===== src/rtl/adder_share_ctrl.sv =====
// -----------------------------------------------------------------------------
// adder_share_ctrl
//   Two requesters share a single 4-bit adder slice. An accepted operation is
//   processed one 4-bit slice per clock (LSB first), rippling the carry through
//   a register, and the W-bit result is then presented on a valid/ready
//   response port tagged with the owning requester's id.
//
// Parameters
//   WORDS        number of 4-bit slices per operand (W = 4*WORDS)
//
// Ports
//   clk          single clock, rising edge
//   reset        synchronous, active-high
//   reqN_valid   requester N has an operation pending
//   reqN_ready   requester N accepted this cycle (combinational, IDLE only)
//   reqN_a/b     W-bit operands
//   reqN_cin     carry-in
//   rsp_valid    result available (held until rsp_ready)
//   rsp_ready    consumer takes the result
//   rsp_id       owning requester of the result
//   rsp_sum      W-bit sum, modulo 2^W
//   rsp_cout     carry out of the MSB slice
//   rsp_ovf      signed overflow of the W-bit add (only with ADDER_SHARE_OVF_EN)
//
// Build option
//   `define ADDER_SHARE_OVF_EN  adds the rsp_ovf port and its logic.
// -----------------------------------------------------------------------------
module adder_share_ctrl #(
    parameter int WORDS = 4
) (
    input  logic                 clk,
    input  logic                 reset,
    input  logic                 req0_valid,
    input  logic                 req1_valid,
    output logic                 req0_ready,
    output logic                 req1_ready,
    input  logic [4*WORDS-1:0]   req0_a,
    input  logic [4*WORDS-1:0]   req0_b,
    input  logic [4*WORDS-1:0]   req1_a,
    input  logic [4*WORDS-1:0]   req1_b,
    input  logic                 req0_cin,
    input  logic                 req1_cin,
    output logic                 rsp_valid,
    input  logic                 rsp_ready,
    output logic                 rsp_id,
    output logic [4*WORDS-1:0]   rsp_sum,
`ifdef ADDER_SHARE_OVF_EN
    output logic                 rsp_ovf,
`endif
    output logic                 rsp_cout
);

    localparam int W  = 4 * WORDS;
    localparam int CW = (WORDS > 1) ? $clog2(WORDS) : 1;

    typedef enum logic [1:0] {
        IDLE = 2'd0,
        RUN  = 2'd1,
        DONE = 2'd2
    } state_t;

    // The shared slice: 4-bit add with carry, result is {cout, sum[3:0]}.
    function automatic logic [4:0] slice_add(input logic [3:0] a,
                                             input logic [3:0] b,
                                             input logic       c);
        slice_add = {1'b0, a} + {1'b0, b} + {4'd0, c};
    endfunction

    state_t          state_r;
    state_t          state_s;

    logic            last_r;      // requester served most recently
    logic            id_r;
    logic [W-1:0]    a_r;         // operands shift right one slice per RUN cycle
    logic [W-1:0]    b_r;
    logic [W-1:0]    acc_r;       // sum slices shift in from the top
    logic            carry_r;
    logic [CW-1:0]   cnt_r;

    logic            rsp_valid_r;
    logic            rsp_id_r;
    logic [W-1:0]    rsp_sum_r;
    logic            rsp_cout_r;

`ifdef ADDER_SHARE_OVF_EN
    logic            ovf_acc_r;
    logic            rsp_ovf_r;
`endif

    logic            grant_s;
    logic            ready0_s;
    logic            ready1_s;
    logic            accept_s;
    logic            last_slice_s;
    logic            hs_s;
    logic [4:0]      slice_s;
    logic [W-1:0]    acc_next_s;

    // Round-robin arbitration and combinational ready generation.
    always_comb begin
        grant_s  = 1'b0;
        ready0_s = 1'b0;
        ready1_s = 1'b0;
        if (req0_valid && req1_valid) begin
            grant_s = ~last_r;
        end else begin
            grant_s = req1_valid;
        end
        // Ready is suppressed during the reset cycle and outside IDLE.
        if ((state_r == IDLE) && !reset) begin
            ready0_s = req0_valid & ~grant_s;
            ready1_s = req1_valid &  grant_s;
        end else begin
            ready0_s = 1'b0;
            ready1_s = 1'b0;
        end
    end

    assign accept_s     = ready0_s | ready1_s;
    assign last_slice_s = (cnt_r == CW'(WORDS - 1));
    assign hs_s         = rsp_valid_r & rsp_ready;
    assign slice_s      = slice_add(a_r[3:0], b_r[3:0], carry_r);

    // Next accumulator value: newest slice enters at the top.
    generate
        if (WORDS == 1) begin : g_acc_one
            assign acc_next_s = slice_s[3:0];
        end else begin : g_acc_many
            assign acc_next_s = {slice_s[3:0], acc_r[W-1:4]};
        end
    endgenerate

    // Next-state logic for the IDLE/RUN/DONE sequencer.
    always_comb begin
        state_s = state_r;
        case (state_r)
            IDLE: begin
                if (accept_s) begin
                    state_s = RUN;
                end else begin
                    state_s = IDLE;
                end
            end
            RUN: begin
                if (last_slice_s) begin
                    state_s = DONE;
                end else begin
                    state_s = RUN;
                end
            end
            DONE: begin
                if (hs_s) begin
                    state_s = IDLE;
                end else begin
                    state_s = DONE;
                end
            end
            default: begin
                state_s = IDLE;
            end
        endcase
    end

    // State register.
    always_ff @(posedge clk) begin
        if (reset) begin
            state_r <= IDLE;
        end else begin
            state_r <= state_s;
        end
    end

    // Operand capture on accept and slice-serial datapath during RUN.
    always_ff @(posedge clk) begin
        if (reset) begin
            last_r    <= 1'b1;
            id_r      <= 1'b0;
            a_r       <= {W{1'b0}};
            b_r       <= {W{1'b0}};
            acc_r     <= {W{1'b0}};
            carry_r   <= 1'b0;
            cnt_r     <= {CW{1'b0}};
`ifdef ADDER_SHARE_OVF_EN
            ovf_acc_r <= 1'b0;
`endif
        end else if (accept_s) begin
            last_r  <= grant_s;
            id_r    <= grant_s;
            a_r     <= grant_s ? req1_a   : req0_a;
            b_r     <= grant_s ? req1_b   : req0_b;
            carry_r <= grant_s ? req1_cin : req0_cin;
            acc_r   <= {W{1'b0}};
            cnt_r   <= {CW{1'b0}};
        end else if (state_r == RUN) begin
            a_r     <= a_r >> 4;
            b_r     <= b_r >> 4;
            acc_r   <= acc_next_s;
            carry_r <= slice_s[4];
            cnt_r   <= last_slice_s ? {CW{1'b0}} : (cnt_r + CW'(1));
`ifdef ADDER_SHARE_OVF_EN
            // Carry into this slice's MSB is recoverable as s^a^b at bit 3;
            // the value left after the last slice is the full-width result.
            ovf_acc_r <= slice_s[4] ^ (slice_s[3] ^ a_r[3] ^ b_r[3]);
`endif
        end
    end

    // Registered response port: loaded one cycle after entering DONE,
    // reloaded with identical values while waiting, zero otherwise.
    always_ff @(posedge clk) begin
        if (reset) begin
            rsp_valid_r <= 1'b0;
            rsp_id_r    <= 1'b0;
            rsp_sum_r   <= {W{1'b0}};
            rsp_cout_r  <= 1'b0;
`ifdef ADDER_SHARE_OVF_EN
            rsp_ovf_r   <= 1'b0;
`endif
        end else if ((state_r == DONE) && !hs_s) begin
            rsp_valid_r <= 1'b1;
            rsp_id_r    <= id_r;
            rsp_sum_r   <= acc_r;
            rsp_cout_r  <= carry_r;
`ifdef ADDER_SHARE_OVF_EN
            rsp_ovf_r   <= ovf_acc_r;
`endif
        end else begin
            rsp_valid_r <= 1'b0;
            rsp_id_r    <= 1'b0;
            rsp_sum_r   <= {W{1'b0}};
            rsp_cout_r  <= 1'b0;
`ifdef ADDER_SHARE_OVF_EN
            rsp_ovf_r   <= 1'b0;
`endif
        end
    end

    assign req0_ready = ready0_s;
    assign req1_ready = ready1_s;
    assign rsp_valid  = rsp_valid_r;
    assign rsp_id     = rsp_id_r;
    assign rsp_sum    = rsp_sum_r;
    assign rsp_cout   = rsp_cout_r;
`ifdef ADDER_SHARE_OVF_EN
    assign rsp_ovf    = rsp_ovf_r;
`endif

endmodule


===== config.mk =====
export PLATFORM = sky130hd
export DESIGN_NAME = adder_share_ctrl
export DESIGN_NICKNAME = d
export VERILOG_FILES = /design/src/rtl/adder_share_ctrl.sv
export SDC_FILE = /design/constraint.sdc
export NUM_CORES = 1
export LEC_CHECK = 0
export CAP_MARGIN = 10
export CELL_PAD_IN_SITES_DETAIL_PLACEMENT = 0
export CELL_PAD_IN_SITES_GLOBAL_PLACEMENT = 1
export CORE_MARGIN = 5
export CORE_UTILIZATION = 37
export CTS_CLUSTER_DIAMETER = 30
export DETAILED_ROUTE_END_ITERATION = 6
export PLACE_DENSITY_LB_ADDON = 0.1
export SETUP_SLACK_MARGIN = 0.4
export SLEW_MARGIN = 30
export SYNTH_ARGS = -nofsm -noshare
export SYNTH_HDL_FRONTEND = slang
export SYNTH_SLANG_ARGS = --single-unit

===== constraint.sdc =====
create_clock -name clk -period 4.3 [get_ports clk]
set_input_delay 0.43 -clock clk [delete_from_list [all_inputs] [get_ports clk]]
set_output_delay 0.43 -clock clk [all_outputs]
set_load 0.03 [all_outputs]

==> results of run 1 <==
-- final cells by class --
cell class,instances,area (µm²)
clock buffer,10,127.6
clock inverter,6,90.09
fill,786,3980
inverter,6,22.52
multi-input combinational,238,1409
sequential,74,1481
tap,105,131.4
timing repair buffer,94,933.4
-- registers in the layout, summed over array words and instances, names as in the netlist, 2 cells and up --
name and flops:
a_r 16, acc_r 16, b_r 16, rsp_sum 16, cnt_r 2, state_r 2
-- cell usage after synthesis (2+ instances only) --
cell	number
sky130_fd_sc_hd__a221o_2	10
sky130_fd_sc_hd__nand2_1	95
sky130_fd_sc_hd__ha_1	4
sky130_fd_sc_hd__and2_1	19
sky130_fd_sc_hd__a211oi_1	2
sky130_fd_sc_hd__nor2_1	6
sky130_fd_sc_hd__a221o_1	16
sky130_fd_sc_hd__fa_1	2
sky130_fd_sc_hd__buf_6	6
sky130_fd_sc_hd__nor2b_1	4
sky130_fd_sc_hd__a21oi_1	49
sky130_fd_sc_hd__clkbuf_1	3
sky130_fd_sc_hd__nand2b_1	3
sky130_fd_sc_hd__buf_2	17
sky130_fd_sc_hd__inv_1	6
sky130_fd_sc_hd__o21ai_0	3
sky130_fd_sc_hd__a221oi_1	9
sky130_fd_sc_hd__nor3_1	3
sky130_fd_sc_hd__dfxtp_1	74
-- metrics by stage --
stage	area, µm²	instances	power [W]	worst slack [ns]	hold slack [ns]
after floorplan	3079	345	0.0008864	2.527	0.4296
after global placement	3973	517	0.0009734	1.307	0.4396
after detailed placement	3978	517	0.0009761	1.252	0.4433
after CTS	4195	533	0.001563	1.238	0.4579
after global routing	4195	533	0.001620	1.154	0.4754
final	4195	533	0.001547	1.285	0.4548
-- final timing paths --
path	startpoint	end	slack (ns)	cells past startpoint
min	acc_r[1]	acc_r[1]	0.45	2
min reg2reg	acc_r[1]	acc_r[1]	0.45	2
max	req0_valid	req0_ready	1.28	4
max reg2reg	state_r[0]	b_r[10]	2.46	3
-- logic make-up (layout without fill, tap and decap cells) --
family | count (synthesis) | count (layout) | share of synthesized area
compound gates | 97 | 97 | 0.2312
fa+ha+maj | 6 | 6 | 0.02926
simple gates | 134 | 134 | 0.1926
flops | 74 | 74 | 0.4811
buf+inv | 33 | 116 | 0.06298
xor+xnor | 1 | 1 | 0.002845
-- metal layers --
layer  vias to the layer above  share of wire  global-route usage
met5                         -              0                   0
met4                         0         0.0091             0.05419
met3                         7          0.055             0.03512
met2                        60           0.46              0.2389
met1                      1176           0.47              0.1897
li1                       1356              -                   -
-- worst register-to-register path: stages, from the launching register on --
cell	delay, ns
sky130_fd_sc_hd__dfxtp_1	0.48
sky130_fd_sc_hd__nand2b_2	0.39
sky130_fd_sc_hd__nor2_4	0.64
sky130_fd_sc_hd__a221o_2	0.27
-- report_power, final --
group          switching [W]  total (W)  internal (W)
registers          0.0000242   0.000744      0.000720
logic               0.000101   0.000214      0.000113
clock network       0.000260   0.000589      0.000329
total               0.000385    0.00155       0.00116
==> impl_metrics.tcl, run 1 <==
set metrics [dict create \
    gpl.final_weighted_congestion 0.7326 \
    yosysWarningCount 0 \
    cts_htree_levels 3 \
    dr_total_vias 2599 \
    crit_type "input pin to primary output" \
    worst_setup_path_start_kind "input pin" \
    drive_above_1_share 0.08645 \
    period_share 0.7012 \
    cap_viol_max_count 0 \
    final_worst_clock_skew_ns 0.01252 \
    run_status "completed" \
    maximum_number_of_pins_on_one_net_before_global_route_repair 43 \
    dieArea_mm2 0.01025 \
    hpwl_mm 5.162 \
    hold_viol 0 \
    largest_delay_share_family_worst_path "buffers and inverters" \
    residual_drc 0 \
    cells_taking_the_most_area_after_synthesis "sky130_fd_sc_hd__dfxtp_1 (48%), sky130_fd_sc_hd__nand2_1 (12%), sky130_fd_sc_hd__a21oi_1 (8.0%)" \
    tightestPinTransition_ns 0.7171 \
    holdBufCountCts 0 \
    post_cts.repair.setup_buffers 0 \
    fmax_ghz 0.3316 \
    timing.critical_path.required_ns 3.87 \
    netlist_area_mm2 0.003079 \
    critPathMaxStageDelay_ns 0.67 \
    placement.io_buffers 91 \
    cts_tree "done" \
    finalSetupTns_ns 0 \
    initial_utilization 0.3766 \
    synth.net_count 422 \
    synthesis.instances 345 \
    final_common_cell "sky130_fd_sc_hd__nand2_1" \
    ctsRootBufferMaster "sky130_fd_sc_hd__clkbuf_8" \
    floorplan.core_area_mm2 0.008175 \
    max_slew_violation_count 0 \
    detail-route-antenna-nets 0 \
    cts.reportedPaths.clkPinSlew_ns 0.08 \
    crit_chain "clkdlybuf4s50_1 > a21bo_2 > and3_1 > clkdlybuf4s50_1" \
    min_period_ns 3.015 \
    cp_data_arrival_time_ns 2.59 \
    grt_pass1_vias 2576 \
    postCtsResizedCells 0 \
    grt_overflow 0 \
    synthDominantAreaCellType "sky130_fd_sc_hd__dfxtp_1" \
    clock_latency_ns 0.34 \
    synth_largest_type_area_fraction 0.4811 \
    finalNetCount 500 \
    avgSynthCellArea_um2 8.925 \
    antenna_found_initial 0 \
    synth_enable_flop_cells 0 \
    cts_buffers 9 \
    detail_route.iter0.violations 52 \
    timing.critical_path.fanout_max 34 \
    timing.critical_path.slowest_stage_cell "sky130_fd_sc_hd__clkdlybuf4s50_1" \
    timing.critical_path.mode_cell "sky130_fd_sc_hd__clkdlybuf4s50_1" \
    drt_pre_antenna_iters 4 \
    detail_route.vias_per_cell 4.876 \
    final_count_of_negative_setup_slack_endpoints 0 \
    row_count 33 \
    synthFlopType "sky130_fd_sc_hd__dfxtp_1" \
    final_cell_mix "sky130_fd_sc_hd__nand2_1 (95), sky130_fd_sc_hd__clkdlybuf4s50_1 (91), sky130_fd_sc_hd__dfxtp_1 (74), sky130_fd_sc_hd__a21oi_1 (49), sky130_fd_sc_hd__and2_1 (19)" \
    fin_util 0.5132 \
    power.density_cell_area_mw_per_mm2 368.7 \
    post_synth_arst_share 0 \
    postSynthRegisterBits 74 \
    fp.dieH_um 101.2 \
    worstPathBufferInverterCount 2 \
    floorplan.die.width_um 101.2 \
    irDropWorstVdd_uv 158.8 \
    yosysSeqAreaShare 0.4811 \
    detail_route.wl_per_cell_um 13.84 \
    worst_hold_path_type "flip-flop to flip-flop" \
    grt_pass1_wl_mm 12.07 \
    clock_path_buffers 2 \
    clock_sink_count 74 \
    leakage_nw 1.590 \
    grt_util_all_layers 0.1470 \
    slew_headroom 0.5220 \
    synth_cell_types 33 \
    ios 92 \
    rsz0062_at_grt "no" \
    end_kind "primary output" \
    area_growth_from_synthesis_to_layout_pct 36.25 \
    wl_mm 7.379 \
    antenna-diode-count 0 \
]
Power figures use the tool's default switching activity.
==> run 2, diff against run 1 <==
--- a/config.mk
+++ b/config.mk
@@ -9,7 +9,7 @@
 export CELL_PAD_IN_SITES_DETAIL_PLACEMENT = 0
 export CELL_PAD_IN_SITES_GLOBAL_PLACEMENT = 1
 export CORE_MARGIN = 5
-export CORE_UTILIZATION = 37
+export CORE_UTILIZATION = 34
 export CTS_CLUSTER_DIAMETER = 30
 export DETAILED_ROUTE_END_ITERATION = 6
 export PLACE_DENSITY_LB_ADDON = 0.1
==> constraint.sdc (replaced) <==
create_clock -name clk -period 3 [get_ports clk]
set_input_delay 0.3 -clock clk [delete_from_list [all_inputs] [get_ports clk]]
set_output_delay 0.3 -clock clk [all_outputs]
set_load 0.03 [all_outputs]
==> run 2 against run 1 <==
Net effect:
- sequential power increased by 44%
- clock skew about the same
- worst hold slack got worse by 0.0032 ns
- utilization decreased by 3.2 points
- routed wire length increased by 0.69%
- highest routed layer unchanged
- largest cell class unchanged
- clock power increased by 34%
- critical endpoint unchanged
- via count increased by 2.9%
- non-clock buffer count increased by 4
- first-iteration DRC count increased by 130%
==> impl_metrics.tcl, run 2 (synthesized netlist as in run 1, its figures left out) <==
set metrics [dict create \
    run_status "completed" \
    floorplan.die.width_um 105.2 \
    detail_route.iter0.violations 120 \
    post_cts.repair.setup_buffers 0 \
    cts_htree_levels 3 \
    cp_data_arrival_time_ns 1.95 \
    postCtsResizedCells 0 \
    max_slew_violation_count 0 \
    gpl.final_weighted_congestion 0.7653 \
    detail_route.wl_per_cell_um 13.76 \
    end_kind "primary output" \
    antenna_found_initial 0 \
    placement.cell_area_mm2 0.004004 \
    cp-startpoint "state_r[0]" \
    power.density_cell_area_mw_per_mm2 515.2 \
    residual_drc 0 \
    drive_above_1_share 0.09491 \
    initial_utilization 0.3514 \
    cts_tree "done" \
    timing.critical_path.slowest_stage_cell "sky130_fd_sc_hd__clkdlybuf4s50_1" \
    placement.io_buffers 91 \
    busiest_layer "met2" \
    crit_chain "nor3_1 > and3_1 > clkdlybuf4s50_1" \
    final_design_area_no_fill_mm2 0.004214 \
    dieArea_mm2 0.01106 \
    fmax_ghz 0.4446 \
    grtUsageMet2 0.2181 \
    worst_setup_path_start_kind "flip-flop" \
    final_common_cell "sky130_fd_sc_hd__nand2_1" \
    clock_latency_ns 0.34 \
    final_worst_clock_skew_ns 0.01253 \
    groute.layer.met1.usage 0.1782 \
    cap_viol_max_count 0 \
    regToRegStartpoint "a_r[0]" \
    hold_viol 0 \
    row_count 34 \
    drt_pre_antenna_iters 4 \
    antenna-diode-count 0 \
    wl_mm 7.430 \
    finalNetCount 504 \
    detail-route-antenna-nets 0 \
    ctsRootBufferMaster "sky130_fd_sc_hd__clkbuf_8" \
    grt_overflow 0 \
    cts_buffers 9 \
    hold_start "acc_r[0]" \
    grt_pass1_vias 2556 \
    finalSetupTns_ns 0 \
    fp.dieH_um 105.2 \
    irDropWorstVdd_uv 214.4 \
    critPathMaxStageDelay_ns 0.67 \
    leakage_nw 1.608 \
    final_cell_mix "sky130_fd_sc_hd__nand2_1 (95), sky130_fd_sc_hd__clkdlybuf4s50_1 (90), sky130_fd_sc_hd__dfxtp_1 (74), sky130_fd_sc_hd__a21oi_1 (49), sky130_fd_sc_hd__and2_1 (19)" \
    timing.critical_path.fanout_max 8 \
    rsz0062_at_grt "no" \
    tightestPinTransition_ns 0.7447 \
    grt_pass1_wl_mm 12.55 \
    globalRouteMet3Util 0.05425 \
    detail_route.vias_per_cell 4.952 \
    timing.critical_path.required_ns 2.70 \
    floorplan.core_area_mm2 0.008763 \
    area_growth_from_synthesis_to_layout_pct 36.85 \
    grt_util_all_layers 0.1375 \
    worst_hold_path_type "flip-flop to flip-flop" \
    hpwl_mm 5.288 \
    ios 92 \
    holdBufCountCts 0 \
    dr_total_vias 2674 \
    slew_headroom 0.5035 \
    dpl.cell_count 524 \
    final_cell_count_no_fill 540 \
    maximum_number_of_pins_on_one_net_before_global_route_repair 43 \
    period_share 0.7497 \
    cts.reportedPaths.clkPinSlew_ns 0.08 \
    clock_path_buffers 2 \
    min_period_ns 2.249 \
    final_count_of_negative_setup_slack_endpoints 0 \
    n_fill_cell 892 \
    clock_sink_count 74 \
    crit_type "flip-flop to primary output" \
]
-- run 2: path summary, 6_finish.rpt --
check,end,slack [ns],depth (start not counted)
max reg2reg,acc_r[14],1.21,7
min reg2reg,acc_r[0],0.45,2
min,acc_r[0],0.45,2
max,req0_ready,0.75,3
-- run 2: area by class of cell --
type                       count  area [µm²]  share of cell area
clock buffer                  10       137.6             0.03266
sequential                    74        1481              0.3515
clock inverter                 6       72.57             0.01722
timing repair buffer          98       960.9              0.2280
inverter                       6       22.52            0.005344
tap                          108       135.1             0.03207
multi-input combinational    238        1404              0.3331
-- run 2: per-layer routing --
metal / up-vias / wire length, µm
met3: 6 / 441
li1: 1363 / -
met2: 58 / 3565
met5: - / 0
met4: 0 / 63
met1: 1247 / 3360
-- run 2: stage by stage --
step	total power [W]	hold slack [ns]	util	setup slack (ns)
6_report	0.002171	0.4516	0.4809	0.7509
3_3_place_gp	0.001402	0.4404	0.4569	0.8121
4_1_cts	0.002203	0.4573	0.4809	0.7447
3_5_place_dp	0.001406	0.4418	0.4569	0.8009
2_1_floorplan	0.001271	0.4296	-	1.378
5_1_grt	0.002295	0.4725	0.4809	0.6063
-- run 2: power by group --
part | internal, W | switching [W]
logic | 0.000166 | 0.000146
clock network | 0.000417 | 0.000375
registers | 0.00103 | 0.0000363
total | 0.00161 | 0.000557
-- run 2: worst max-delay path, delay by kind of cell, from the launching register on --
kind,cells,cell delay [ns]
AND/OR/NAND/NOR,2,0.56
flip-flops,1,0.39
buffers and inverters,1,0.67
